`src/rtl/move_scheduler.sv`:
```
// move_scheduler
//   Sequences piece-motion commands into the game core: level-dependent gravity
//   "down" ticks plus keyboard moves buffered in a small FIFO. One command is
//   offered at a time over cmd_valid/cmd_ready. After the offer is accepted the
//   block waits for cmd_done. A landing starts a spawn lockout, and fail halts
//   the block until rst.
//
//   Optional feature: define SCHED_MERGE_DOWN_EN to discard a down key (100),
//   without counting it as dropped, while a gravity down is pending or in flight.
//
// Ports
//   clk, rst       clock, synchronous active-high reset
//   key_valid      one-cycle strobe qualifying key_code
//   key_code[2:0]  100 down, 101 left, 110 right, 111 rotate; 0xx ignored
//   score[6:0]     current score from the core
//   fail           game-over flag from the core
//   cmd_ready      core accepts the offered command this cycle
//   cmd_done       one-cycle pulse: core finished the accepted command
//   cmd_landed     qualifies cmd_done: the piece landed
//   cmd_valid      command offered
//   cmd_code[2:0]  offered command (key_code encoding)
//   level[2:0]     current level
//   fifo_count     queued keyboard commands
//   dropped_keys   keys lost to FIFO overflow, saturating
module move_scheduler #(
   parameter int unsigned FIFO_DEPTH  = 4,
   parameter int unsigned BASE_PERIOD = 33554432,
   parameter int unsigned MIN_PERIOD  = 1048576,
   parameter int unsigned LEVEL_STEP  = 20,
   parameter int unsigned MAX_LEVEL   = 4,
   parameter int unsigned SPAWN_DELAY = 1024
) (
   input  logic                              clk,
   input  logic                              rst,
   input  logic                              key_valid,
   input  logic [2:0]                        key_code,
   input  logic [6:0]                        score,
   input  logic                              fail,
   input  logic                              cmd_ready,
   input  logic                              cmd_done,
   input  logic                              cmd_landed,
   output logic                              cmd_valid,
   output logic [2:0]                        cmd_code,
   output logic [2:0]                        level,
   output logic [$clog2(FIFO_DEPTH+1)-1:0]   fifo_count,
   output logic [7:0]                        dropped_keys
);

   localparam int unsigned PTR_W = $clog2(FIFO_DEPTH);
   localparam int unsigned CNT_W = $clog2(FIFO_DEPTH + 1);
   localparam int unsigned SPW_W = $clog2(SPAWN_DELAY + 1);
   localparam logic [2:0]  CODE_DOWN = 3'b100;

   typedef enum logic [2:0] {
      IDLE  = 3'd0,
      ISSUE = 3'd1,
      WAIT  = 3'd2,
      SPAWN = 3'd3,
      HALT  = 3'd4
   } stateT;

   stateT state, stateNext;

   logic             keyValidQ;
   logic [2:0]       keyCodeQ;
   logic [2:0]       fifoMem [FIFO_DEPTH];
   logic [PTR_W-1:0] rdPtr, wrPtr;
   logic [31:0]      gravCnt, basePeriod, period, levelRaw;
   logic             gravPend, gravRun, gravTick;
   logic [SPW_W-1:0] spawnCnt;
   logic             popEn, loadGrav, flush, spawnLoad;
   logic             fifoFull, pushReq, pushEn, dropEn, mergeDrop;

   // Key capture stage: only legal codes (msb set) are forwarded
   always_ff @(posedge clk) begin
      if (rst) begin
         keyValidQ <= 1'b0;
         keyCodeQ  <= 3'b000;
      end else begin
         keyValidQ <= key_valid & key_code[2];
         keyCodeQ  <= key_code;
      end
   end

   // Level from score, and gravity period derived from the registered level
   always_comb begin
      levelRaw   = 32'(score) / LEVEL_STEP;
      basePeriod = 32'(BASE_PERIOD) >> level;
      period     = (basePeriod > 32'(MIN_PERIOD)) ? basePeriod : 32'(MIN_PERIOD);
      gravRun    = (state == IDLE) || (state == ISSUE) || (state == WAIT);
      // >= rather than == so a shortened period takes effect immediately
      gravTick   = gravRun && (gravCnt >= (period - 32'd1));
   end

   always_ff @(posedge clk) begin
      if (rst) begin
         level <= 3'd0;
      end else if (levelRaw > 32'(MAX_LEVEL)) begin
         level <= 3'(MAX_LEVEL);
      end else begin
         level <= levelRaw[2:0];
      end
   end

   // Gravity counter and single pending tick; SPAWN holds both clear
   always_ff @(posedge clk) begin
      if (rst) begin
         gravCnt  <= 32'd0;
         gravPend <= 1'b0;
      end else if (state == SPAWN) begin
         gravCnt  <= 32'd0;
         gravPend <= 1'b0;
      end else begin
         if (gravRun) begin
            gravCnt <= gravTick ? 32'd0 : gravCnt + 32'd1;
         end
         // a tick arriving while one is already pending is lost
         if (loadGrav) begin
            gravPend <= 1'b0;
         end else if (gravTick) begin
            gravPend <= 1'b1;
         end
      end
   end

   // FSM state register
   always_ff @(posedge clk) begin
      if (rst) begin
         state <= IDLE;
      end else begin
         state <= stateNext;
      end
   end

   // FSM next state and control strobes
   always_comb begin
      stateNext = state;
      popEn     = 1'b0;
      loadGrav  = 1'b0;
      flush     = 1'b0;
      spawnLoad = 1'b0;
      case (state)
         IDLE: begin
            if (gravPend) begin
               loadGrav  = 1'b1;
               stateNext = ISSUE;
            end else if (fifo_count != CNT_W'(0)) begin
               popEn     = 1'b1;
               stateNext = ISSUE;
            end
         end
         ISSUE: begin
            if (cmd_ready) stateNext = WAIT;
         end
         WAIT: begin
            if (cmd_done) begin
               if (cmd_landed) begin
                  stateNext = SPAWN;
                  flush     = 1'b1;
                  spawnLoad = 1'b1;
               end else begin
                  stateNext = IDLE;
               end
            end
         end
         SPAWN: begin
            flush = 1'b1;
            if (spawnCnt <= SPW_W'(1)) stateNext = IDLE;
         end
         HALT: begin
            flush = 1'b1;
         end
         default: stateNext = IDLE;
      endcase
      // fail wins from any state; a handshake in this cycle still completes
      if (fail) begin
         stateNext = HALT;
         popEn     = 1'b0;
         loadGrav  = 1'b0;
         spawnLoad = 1'b0;
         flush     = 1'b1;
      end
   end

`ifdef SCHED_MERGE_DOWN_EN
   logic gravInFlight;

   // Tracks whether the command in ISSUE/WAIT came from gravity
   always_ff @(posedge clk) begin
      if (rst) begin
         gravInFlight <= 1'b0;
      end else if (loadGrav) begin
         gravInFlight <= 1'b1;
      end else if (popEn) begin
         gravInFlight <= 1'b0;
      end
   end

   always_comb begin
      mergeDrop = (keyCodeQ == CODE_DOWN) &&
                  (gravPend || (gravInFlight && ((state == ISSUE) || (state == WAIT))));
   end
`else
   always_comb begin
      mergeDrop = 1'b0;
   end
`endif

   // Push qualification; a same-cycle pop frees the slot of a full FIFO
   always_comb begin
      fifoFull = (fifo_count == CNT_W'(FIFO_DEPTH));
      pushReq  = keyValidQ && !flush && !mergeDrop;
      pushEn   = pushReq && (!fifoFull || popEn);
      dropEn   = pushReq && fifoFull && !popEn;
   end

   always_ff @(posedge clk) begin
      if (pushEn) fifoMem[wrPtr] <= keyCodeQ;
   end

   // FIFO pointers, occupancy and overflow counter
   always_ff @(posedge clk) begin
      if (rst) begin
         rdPtr        <= '0;
         wrPtr        <= '0;
         fifo_count   <= '0;
         dropped_keys <= 8'd0;
      end else if (flush) begin
         rdPtr      <= '0;
         wrPtr      <= '0;
         fifo_count <= '0;
      end else begin
         if (pushEn) wrPtr <= wrPtr + PTR_W'(1);
         if (popEn)  rdPtr <= rdPtr + PTR_W'(1);
         case ({pushEn, popEn})
            2'b10:   fifo_count <= fifo_count + CNT_W'(1);
            2'b01:   fifo_count <= fifo_count - CNT_W'(1);
            default: fifo_count <= fifo_count;
         endcase
         if (dropEn && (dropped_keys != 8'hFF)) dropped_keys <= dropped_keys + 8'd1;
      end
   end

   // Spawn lockout counter
   always_ff @(posedge clk) begin
      if (rst) begin
         spawnCnt <= '0;
      end else if (spawnLoad) begin
         spawnCnt <= SPW_W'(SPAWN_DELAY);
      end else if ((state == SPAWN) && (spawnCnt != SPW_W'(0))) begin
         spawnCnt <= spawnCnt - SPW_W'(1);
      end
   end

   // Command outputs; cmd_valid mirrors the ISSUE state
   always_ff @(posedge clk) begin
      if (rst) begin
         cmd_valid <= 1'b0;
         cmd_code  <= 3'b000;
      end else begin
         cmd_valid <= (stateNext == ISSUE);
         if (loadGrav) begin
            cmd_code <= CODE_DOWN;
         end else if (popEn) begin
            cmd_code <= fifoMem[rdPtr];
         end
      end
   end

endmodule

```
`config.mk`:
```
export PLATFORM = sky130hd
export DESIGN_NAME = move_scheduler
export DESIGN_NICKNAME = d
export VERILOG_FILES = /design/src/rtl/move_scheduler.sv
export SDC_FILE = /design/constraint.sdc
export NUM_CORES = 1
export LEC_CHECK = 0
export ABC_AREA = 0
export BUFFER_PORTS_ARGS = -buffer_cell sky130_fd_sc_hd__buf_4
export CORE_ASPECT_RATIO = 1.1
export CORE_MARGIN = 1
export CORE_UTILIZATION = 35
export CTS_CLUSTER_DIAMETER = 100
export DETAILED_ROUTE_END_ITERATION = 10
export GPL_ROUTABILITY_DRIVEN = 0
export MAX_ROUTING_LAYER = met4
export PLACE_DENSITY_LB_ADDON = 0.05
export SLEW_MARGIN = 20
export SYNTH_ARGS = -nofsm -noshare
export SYNTH_HDL_FRONTEND = slang
export SYNTH_SLANG_ARGS = --single-unit
export TNS_END_PERCENT = 10
```
`constraint.sdc`:
```
create_clock -name clk -period 5.1 [get_ports clk]
set_clock_uncertainty 0.2 [all_clocks]
set_input_delay 0.255 -clock clk [delete_from_list [all_inputs] [get_ports clk]]
set_output_delay 0.255 -clock clk [all_outputs]
set_load 0.01 [all_outputs]
```
==> impl_metrics.tcl, run 1 <==
set metrics [dict create \
    worst_setup_path_end_kind "flip-flop" \
    synth_seq_area_share_pct 43.8 \
    viasPerCell 5.05 \
    diodes 0 \
    grt_max_degree 29 \
    dp_hpwl_mm 6.01 \
    place_ws_ns 1.77 \
    setup_viol 0 \
    cp-start-kind "flip-flop" \
    endpoint "fifo_count[2]" \
    rsz0062_at_grt "no" \
    via_count 3340 \
    fin_ws_ns 1.78 \
    yosysTopAreaCell "dfxtp_1" \
    max_freq_mhz 301 \
    syn_to_final_growth_pct 17.6 \
    min_from "score[6]" \
    clk_pin_slew_ns 0.07 \
    ys.flop_type "dfxtp_1" \
    reg2reg_from "state[2]" \
    hold_viol_final 0 \
    drc 0 \
    worstMarginPinSlew_ns 0.726 \
    final_cell_mix "79 x nor2_1, 75 x dfxtp_1, 33 x buf_4, 29 x nand3_1" \
    avgSynthCellArea_um2 9.02 \
    detail-route-antenna-nets 0 \
    clock-sinks 87 \
    ir_drop_v 0.000123 \
    period_share_pct 65.1 \
    clock_latency_ns 0.34 \
    worstPathRequired_ns 5.14 \
    crit_type "reg -> reg" \
    multiInputGateArea_um2 2280 \
    antenna_found_initial 0 \
    dieArea_um2 12600 \
    fin_nets 541 \
    io_buffers 32 \
    leakage_nw 1.79 \
    cts_tree "built" \
    powerDensity_nw_per_um2 288 \
    synthDistinctLibCells 59 \
    yosys-top-cells-area "dfxtp_1 35%, edfxtp_1 8.5%, nor2_1 7.0%" \
    grt_overflow 0 \
    syn_area_um2 4250 \
    core_um2 11600 \
    r2r_cells 7 \
    grt_pass1_vias 3081 \
    async_flop_share_pct 0 \
    ios 35 \
    maxCapViolations 0 \
    critPathLaunch "state[2]" \
    grt_use_total_pct 15.4 \
    initial_utilization_pct 36.5 \
    status "completed" \
    clock_path_buffers 2 \
    drt-pass1-iter-count 4 \
    synth_edf_count 12 \
    drv_slew 0 \
    layout_commonest_cell "nor2_1" \
    rows 41 \
    relSlewSlack_pct 51.2 \
    routedWlPerCell_um 13.3 \
    min_path_type "in -> reg" \
    worstPathArrival_ns 3.37 \
    yosys_register_bits 87 \
    die_h_um 118 \
    grt_pass1_wl_mm 14.8 \
    drt_iter0_drc 181 \
    min_period_ns 3.32 \
    register_area_um2 1860 \
    numCtsBuffers 9 \
    final_layout_size_suffix_gt1_share_pct 13.3 \
    tns_ns 0 \
    ff2ff_setup_slack_ns 1.78 \
    cp_max_fo 13 \
    die_w_um 107 \
    cts_root_buffer "clkbuf_16" \
    synthCells 471 \
    yosys_warnings 0 \
    rr_endpoint "fifo_count[2]" \
    synth_top_area_share_pct 35.3 \
    routed_wl_mm 8.77 \
    h-tree-depth 3 \
    fillerInstances 1132 \
]
-- metal layers --
layer	global-route usage (%)	vias to the layer above	wire length [um]
met2	22.2	52	3840
met4	7.19	0	144
met5	-	-	0
met1	20.7	1556	4510
met3	2.82	12	282
li1	-	1720	-
-- flip-flops by register name (all words and copies together) (netlist names), named ones only --
signal / flops
gravCnt: 32
fifoMem: 12
spawnCnt: 11
dropped_keys: 8
cmd_code: 3
fifo_count: 3
keyCodeQ: 3
level: 3
state: 3
rdPtr: 2
wrPtr: 2
cmd_valid: 1
gravPend: 1
keyValidQ: 1
-- per-stage QoR --
step	hold slack (ns)	total power [mW]	std cells	area [um^2]	util, %
finish	0.0194	1.44	661	5000	42.9
floorplan	0.177	0.763	473	4260	-
global route	0.0344	1.49	661	5000	42.9
CTS	0.00498	1.46	661	4980	42.8
detailed placement	0.272	0.786	640	4630	39.8
global placement	0.262	0.785	640	4620	39.7
-- final cells by class --
cell class | count | share of cell area (%)
repair buffers | 38 | 5.96
clock inverters | 7 | 1.48
flip-flops and latches | 87 | 37.3
well taps | 150 | 3.76
clock buffers | 9 | 4.51
multi-input cells | 352 | 45.7
inverters | 18 | 1.35
-- kinds of logic (layout without fill, tap and decap cells) --
family | Yosys count | in the layout | share of synthesized area (%)
muxes | 8 | 8 | 2.86
AOI/OAI and AO/OA | 55 | 55 | 8.10
buffers and inverters | 34 | 72 | 3.27
and+or+nand+nor | 222 | 222 | 26.9
adders and majority gates | 18 | 18 | 5.48
other | 1 | 3 | 0.0883
DFF | 87 | 87 | 43.8
xor gates and xnor gates | 46 | 46 | 9.48
-- cell usage after synthesis (2+ instances only) --
library cell,n
nand3_1,29
inv_1,18
mux4_2,3
mux2_2,3
and4_1,5
buf_2,3
o22ai_1,2
o31ai_1,2
nand2b_1,6
a21oi_1,18
nor4_1,9
or4_1,2
xnor2_1,18
clkbuf_1,11
edfxtp_1,12
nand4_1,16
nor2_1,79
a21o_1,2
nor3_1,10
xor2_1,28
a211oi_1,2
dfxtp_1,75
nand2_1,28
or3_1,6
ha_1,17
mux2i_1,2
nor4_2,2
nor3b_1,3
and2_1,3
nor2b_1,10
a311oi_1,2
o21ai_0,16
or2_2,3
-- worst min path at each step --
stage                     cells past startpoint           to
final                                         3     level[1]
after global routing                          3     state[0]
after global placement                        2   gravCnt[1]
after CTS                                     3     level[1]
after floorplan                               1    keyValidQ
after detailed placement                      2  keyCodeQ[0]
-- critical path: stages, from the launching register on --
cell	delay (ns)
dfxtp_1	0.42
or4_1	0.71
nor3_4	0.50
nand2_1	0.24
fa_1	0.44
nor3_1	0.30
nor3_2	0.09
a2111oi_2	0.32
-- power by group --
group	leakage [nW]	internal, mW	switching (mW)
sequential	0.715	0.701	0.00774
clock	0.135	0.380	0.285
combinational	0.935	0.0290	0.0358
-- what timing repair did --
item,CTS,global route
hold buffers,5,0
resized for setup,0,0
endpoints found under the hold margin,5,0
setup buffers,0,0
Note: power is estimated with default switching activity, not from simulation.
==> run 2: changes to the inputs <==
- clock period: 5.1 -> 3.2 ns (I/O delays scaled with it)
==> run 2 against run 1 <==
Compared with the run above: setup slack got worse by 1.6 ns; combinational power increased by 81%; non-clock buffer count increased by 20; highest routed layer unchanged; critical path type is now in -> reg; via count increased by 1.2%; clock power increased by 58%; sequential share of layout area decreased by 1.1 points; routed wire length increased by 1.4%; critical path depth increased by 2; cell count increased by 3.0%; die area unchanged.
==> impl_metrics.tcl, run 2 (same netlist as run 1, synthesis figures left out) <==
set metrics [dict create \
    hold_buffers 17 \
    fin_nets 561 \
    max_freq_mhz 331 \
    rr_endpoint "fifo_count[2]" \
    crit_slowest_cell "or4_1" \
    multiInputGateArea_um2 2260 \
    critPathMaxStageDelay_ns 0.68 \
    final_layout_size_suffix_gt1_share_pct 13.9 \
    largest_register_ffs 32 \
    tns_ns 0 \
    grt_overflow 0 \
    r2r_cells 7 \
    cts_tree "built" \
    register_area_um2 1860 \
    cts-resized-gates 0 \
    via_count 3379 \
    period_share_pct 94.3 \
    grt_use_total_pct 15.7 \
    worst_setup_path_end_kind "flip-flop" \
    rows 41 \
    cp-start-kind "input pin" \
    status "completed" \
    maxCapViolations 0 \
    dieArea_um2 12600 \
    ir_drop_v 0.000189 \
    cts_root_buffer "clkbuf_16" \
    io_buffers 32 \
    routedWlPerCell_um 13.1 \
    die_w_um 107 \
    hold_viol_final 0 \
    syn_to_final_growth_pct 21.1 \
    grt_pass1_wl_mm 15.0 \
    whs_ns 0.0243 \
    fin_ws_ns 0.183 \
    clk_pin_slew_ns 0.06 \
    fillerInstances 1153 \
    crit_type "in -> reg" \
    min_from "score[5]" \
    hold_depth 3 \
    numCtsBuffers 9 \
    leakage_nw 1.88 \
    worstMarginPinSlew_ns 0.648 \
    ff2ff_setup_slack_ns 0.34 \
    drv_slew 0 \
    path_cells "dlygate4sd3_1 > buf_4 > or4_1 > nor3_4 > nand2_1 > fa_1 > nor3_1 > nor3_2 > a2111oi_2" \
    clock-sinks 87 \
    worstPathRequired_ns 3.24 \
    powerDensity_nw_per_um2 445 \
    ios 35 \
    setup_viol 0 \
    drt_iter0_drc 119 \
    clock_latency_ns 0.34 \
    min_path_type "in -> reg" \
    largest_registers "gravCnt: 32 flops, fifoMem: 12 flops, spawnCnt: 11 flops" \
    viasPerCell 4.96 \
    antenna_found_initial 0 \
    grt_pass1_vias 3145 \
    initial_utilization_pct 36.5 \
    relSlewSlack_pct 56.4 \
    routed_wl_mm 8.89 \
    drc 0 \
    final_cell_mix "79 x nor2_1, 75 x dfxtp_1, 41 x buf_4, 29 x nand3_1" \
    fin_cells 681 \
    regMostFlops "gravCnt" \
    clock_path_buffers 2 \
    grt_max_degree 29 \
    reg2reg_from "state[0]" \
    drt-pass1-iter-count 4 \
    worstPathArrival_ns 3.06 \
    dpl.cell_count 648 \
    diodes 0 \
    layout_commonest_cell "nor2_1" \
    core_um2 11600 \
    post_cts_buffers 0 \
    dp_hpwl_mm 6.17 \
    detail-route-antenna-nets 0 \
    rsz0062_at_grt "no" \
    min_period_ns 3.02 \
    totalPowerFinal_mw 2.29 \
    place_ws_ns 0.377 \
    die_h_um 118 \
    cp_max_fo 6 \
    min_delay_worst_endpoint "level[2]" \
    h-tree-depth 3 \
]
-- run 2: cell count changes in the layout (fill, tap and decap cells not counted), sizes merged --
cell,before,now
inv,18,19
buf,33,41
clkinvlp,3,1
dlygate4sd3,5,17
clkbuf,9,10
-- run 2: worst max-delay path by stage --
| stage | from | to | depth (start not counted) |
|---|---|---|---|
| after floorplan | state[2] | fifo_count[2] | 9 |
| after global placement | state[0] | fifo_count[2] | 7 |
| after detailed placement | state[0] | fifo_count[2] | 7 |
| after CTS | fail | fifo_count[2] | 9 |
| after global routing | fail | fifo_count[2] | 9 |
| final | fail | fifo_count[2] | 9 |
-- run 2: final cells by class --
type                       count  share of cell area [%]
clock buffer                  10                    4.45
clock inverter                 6                    1.17
inverter                      18                    1.31
multi-input combinational    352                    43.9
sequential                    87                    36.2
tap                          150                    3.65
timing repair buffer          58                    9.29
-- run 2: per-layer routing --
metal | up-vias | track usage [%] | part of all wire (%)
met5 | - | - | 0
met3 | 12 | 2.82 | 2.2
met1 | 1569 | 20.5 | 51
li1 | 1758 | - | -
met4 | 0 | 7.96 | 2.2
met2 | 40 | 23.1 | 45
-- run 2: where the power goes --
part | switching (mW) | internal [mW]
clock | 0.443 | 0.603
combinational | 0.0601 | 0.0570
sequential | 0.0100 | 1.12
total | 0.513 | 1.78
-- run 2: critical path: cells and delay by family --
family,cells,cell delay (ns)
fa+ha+maj,1,0.43
compound gates,1,0.33
simple gates,5,1.44
buf+inv,2,0.70
-- run 2: metrics by stage --
stage	util, %	area [um^2]
2_1_floorplan	-	4260
3_3_place_gp	40.2	4680
3_5_place_dp	40.2	4680
4_1_cts	44.2	5140
5_1_grt	44.2	5140
6_report	44.2	5140
==> run 3: changes to the inputs <==
- CTS_BUF_LIST: not set -> sky130_fd_sc_hd__clkbuf_8 sky130_fd_sc_hd__clkbuf_16
- HOLD_SLACK_MARGIN: not set -> 0.1
- clock period: 3.2 -> 3.3 ns (I/O delays scaled with it)
==> run 3 against run 2 <==
Compared with the run above: setup slack better by 0.095 ns; global-route usage up 0.52 points; register-to-register slack better by 0.07 ns; total power up 0.48%; sequential power down 4%; sequential share of layout area down 0.68 points; critical path depth unchanged; cell count up 1.0%; hold slack better by 0.20 ns; routed wire length up 1.9%; die area unchanged; clock power up 4%; largest power group unchanged.
==> impl_metrics.tcl, run 3 (same netlist as run 1, synthesis figures left out) <==
set metrics [dict create \
    grt_overflow 0 \
    clock-sinks 87 \
    routed_wl_mm 9.06 \
    p_clk_share_pct 47.3 \
    status "completed" \
    critPathMaxStageDelay_ns 0.68 \
    grt_max_degree 29 \
    via_count 3383 \
    path_cells "dlygate4sd3_1 > buf_4 > or4_1 > nor3_4 > nand2_1 > fa_1 > nor3_1 > nor3_2 > a2111oi_2" \
    internal-power_mw 1.80 \
    cts_root_buffer "clkbuf_16" \
    min_path_type "in -> reg" \
    crit_slowest_cell "or4_1" \
    drt-pass1-iter-count 4 \
    grt_use_total_pct 16.2 \
    post_cts_buffers 0 \
    antenna_found_initial 0 \
    fin_nets 568 \
    postPlaceCellArea_um2 4680 \
    die_w_um 107 \
    worstMarginPinSlew_ns 0.652 \
    cts_tree "built" \
    crit_type "in -> reg" \
    hold_viol_final 0 \
    min_period_ns 3.02 \
    place_ws_ns 0.414 \
    drv_slew 0 \
    final_cell_area_um2 5240 \
    powerDensity_nw_per_um2 439 \
    fin_ws_ns 0.278 \
    worst_setup_path_end_kind "flip-flop" \
    drt_iter0_drc 132 \
    final_layout_size_suffix_gt1_share_pct 13.6 \
    maxCapViolations 0 \
    diodes 0 \
    detail-route-antenna-nets 0 \
    die_h_um 118 \
    io_buffers 32 \
    syn_to_final_growth_pct 23.4 \
    leakage_nw 1.93 \
    grt_pass1_wl_mm 15.8 \
    numCtsBuffers 9 \
    rsz0062_at_grt "no" \
    p_sw_share_pct 21.7 \
    final_cell_mix "79 x nor2_1, 75 x dfxtp_1, 40 x buf_4, 29 x nand3_1" \
    period_share_pct 91.6 \
    cp_max_fo 6 \
    critPathBufInv 2 \
    h-tree-depth 3 \
    viasPerCell 4.92 \
    totalPowerFinal_mw 2.30 \
    dp_hpwl_mm 6.19 \
    worstPathRequired_ns 3.34 \
    pwr-share-seq_pct 47.6 \
    cp-start-kind "input pin" \
    clock_path_buffers 2 \
    worstPathArrival_ns 3.06 \
    tns_ns 0 \
    largest_register_ffs 32 \
    max_freq_mhz 331 \
    grt_pass1_vias 3228 \
    ir_drop_v 0.000210 \
    setup_viol 0 \
    pwr-share-comb_pct 5.1 \
    largest_registers "gravCnt: 32 flops, fifoMem: 12 flops, spawnCnt: 11 flops" \
    clk_pin_slew_ns 0.06 \
    ios 35 \
    whs_ns 0.223 \
    drc 0 \
    regMostFlops "gravCnt" \
    clock_latency_ns 0.34 \
    rows 41 \
    core_um2 11600 \
    initial_utilization_pct 36.5 \
    relSlewSlack_pct 56.1 \
    cts-resized-gates 0 \
    path_delay_family "simple AND/OR/NAND/NOR gates" \
    hold_buffers 25 \
    dieArea_um2 12600 \
    routedWlPerCell_um 13.2 \
    layout_commonest_cell "nor2_1" \
    p_switching_mw 0.499 \
]
## run 3: changes by cell type in the layout (fill, tap and decap cells not counted), sizes merged
cell,previous run,this run
buf,41,40
bufinv,1,2
clkbuf,10,9
clkinvlp,1,0
dlygate4sd3,17,25
inv,19,20
## run 3: worst paths after layout
check                                 from       endpoint  slack (ns)  cells past startpoint
worst max-delay path                  fail  fifo_count[2]        0.28                      9
worst min register to register  gravCnt[1]     gravCnt[1]        0.28                      2
worst max register to register    state[1]  fifo_count[2]        0.41                      7
worst min-delay path             cmd_ready      cmd_valid        0.22                      6
## run 3: layer usage
metal | track usage, % | routed length, um | up-vias | part of all wire [%]
li1 | - | - | 1779 | -
met1 | 21.7 | 4600 | 1540 | 51
met2 | 23.8 | 4050 | 51 | 45
met3 | 2.99 | 252 | 13 | 2.8
met4 | 6.93 | 156 | 0 | 1.7
met5 | - | 0 | - | 0
## run 3: layout make-up
type                            instances  area, um^2
Tap cell                              150         188
Clock buffer                            9         225
Multi-Input combinational cell        352        2260
Sequential cell                        87        1860
Fill cell                            1153        6400
Clock inverter                          7        90.1
Timing Repair Buffer                   65         551
Inverter                               18        67.6
## run 3: power groups by stage
stage | Sequential [mW] | Combinational (mW) | Clock (mW)
2_1_floorplan | 1.12 | 0.0629 | 0
3_3_place_gp | 1.12 | 0.0982 | 0
3_5_place_dp | 1.12 | 0.0993 | 0
4_1_cts | 1.09 | 0.119 | 1.13
5_1_grt | 1.10 | 0.134 | 1.17
6_report | 1.09 | 0.118 | 1.09
## run 3: worst reg2reg max path, stage by stage (launching register included)
cell       delay (ns)
dfxtp_1          0.41
or4_1            0.67
nor3_4           0.22
nand2_1          0.15
fa_1             0.44
nor3_1           0.29
nor3_2           0.09
a2111oi_2        0.33
## run 3: per-stage QoR
step	cells	util, %
finish	688	45.0
global route	688	45.0
CTS	688	45.0
detailed placement	647	40.2
global placement	647	40.2
floorplan	473	-
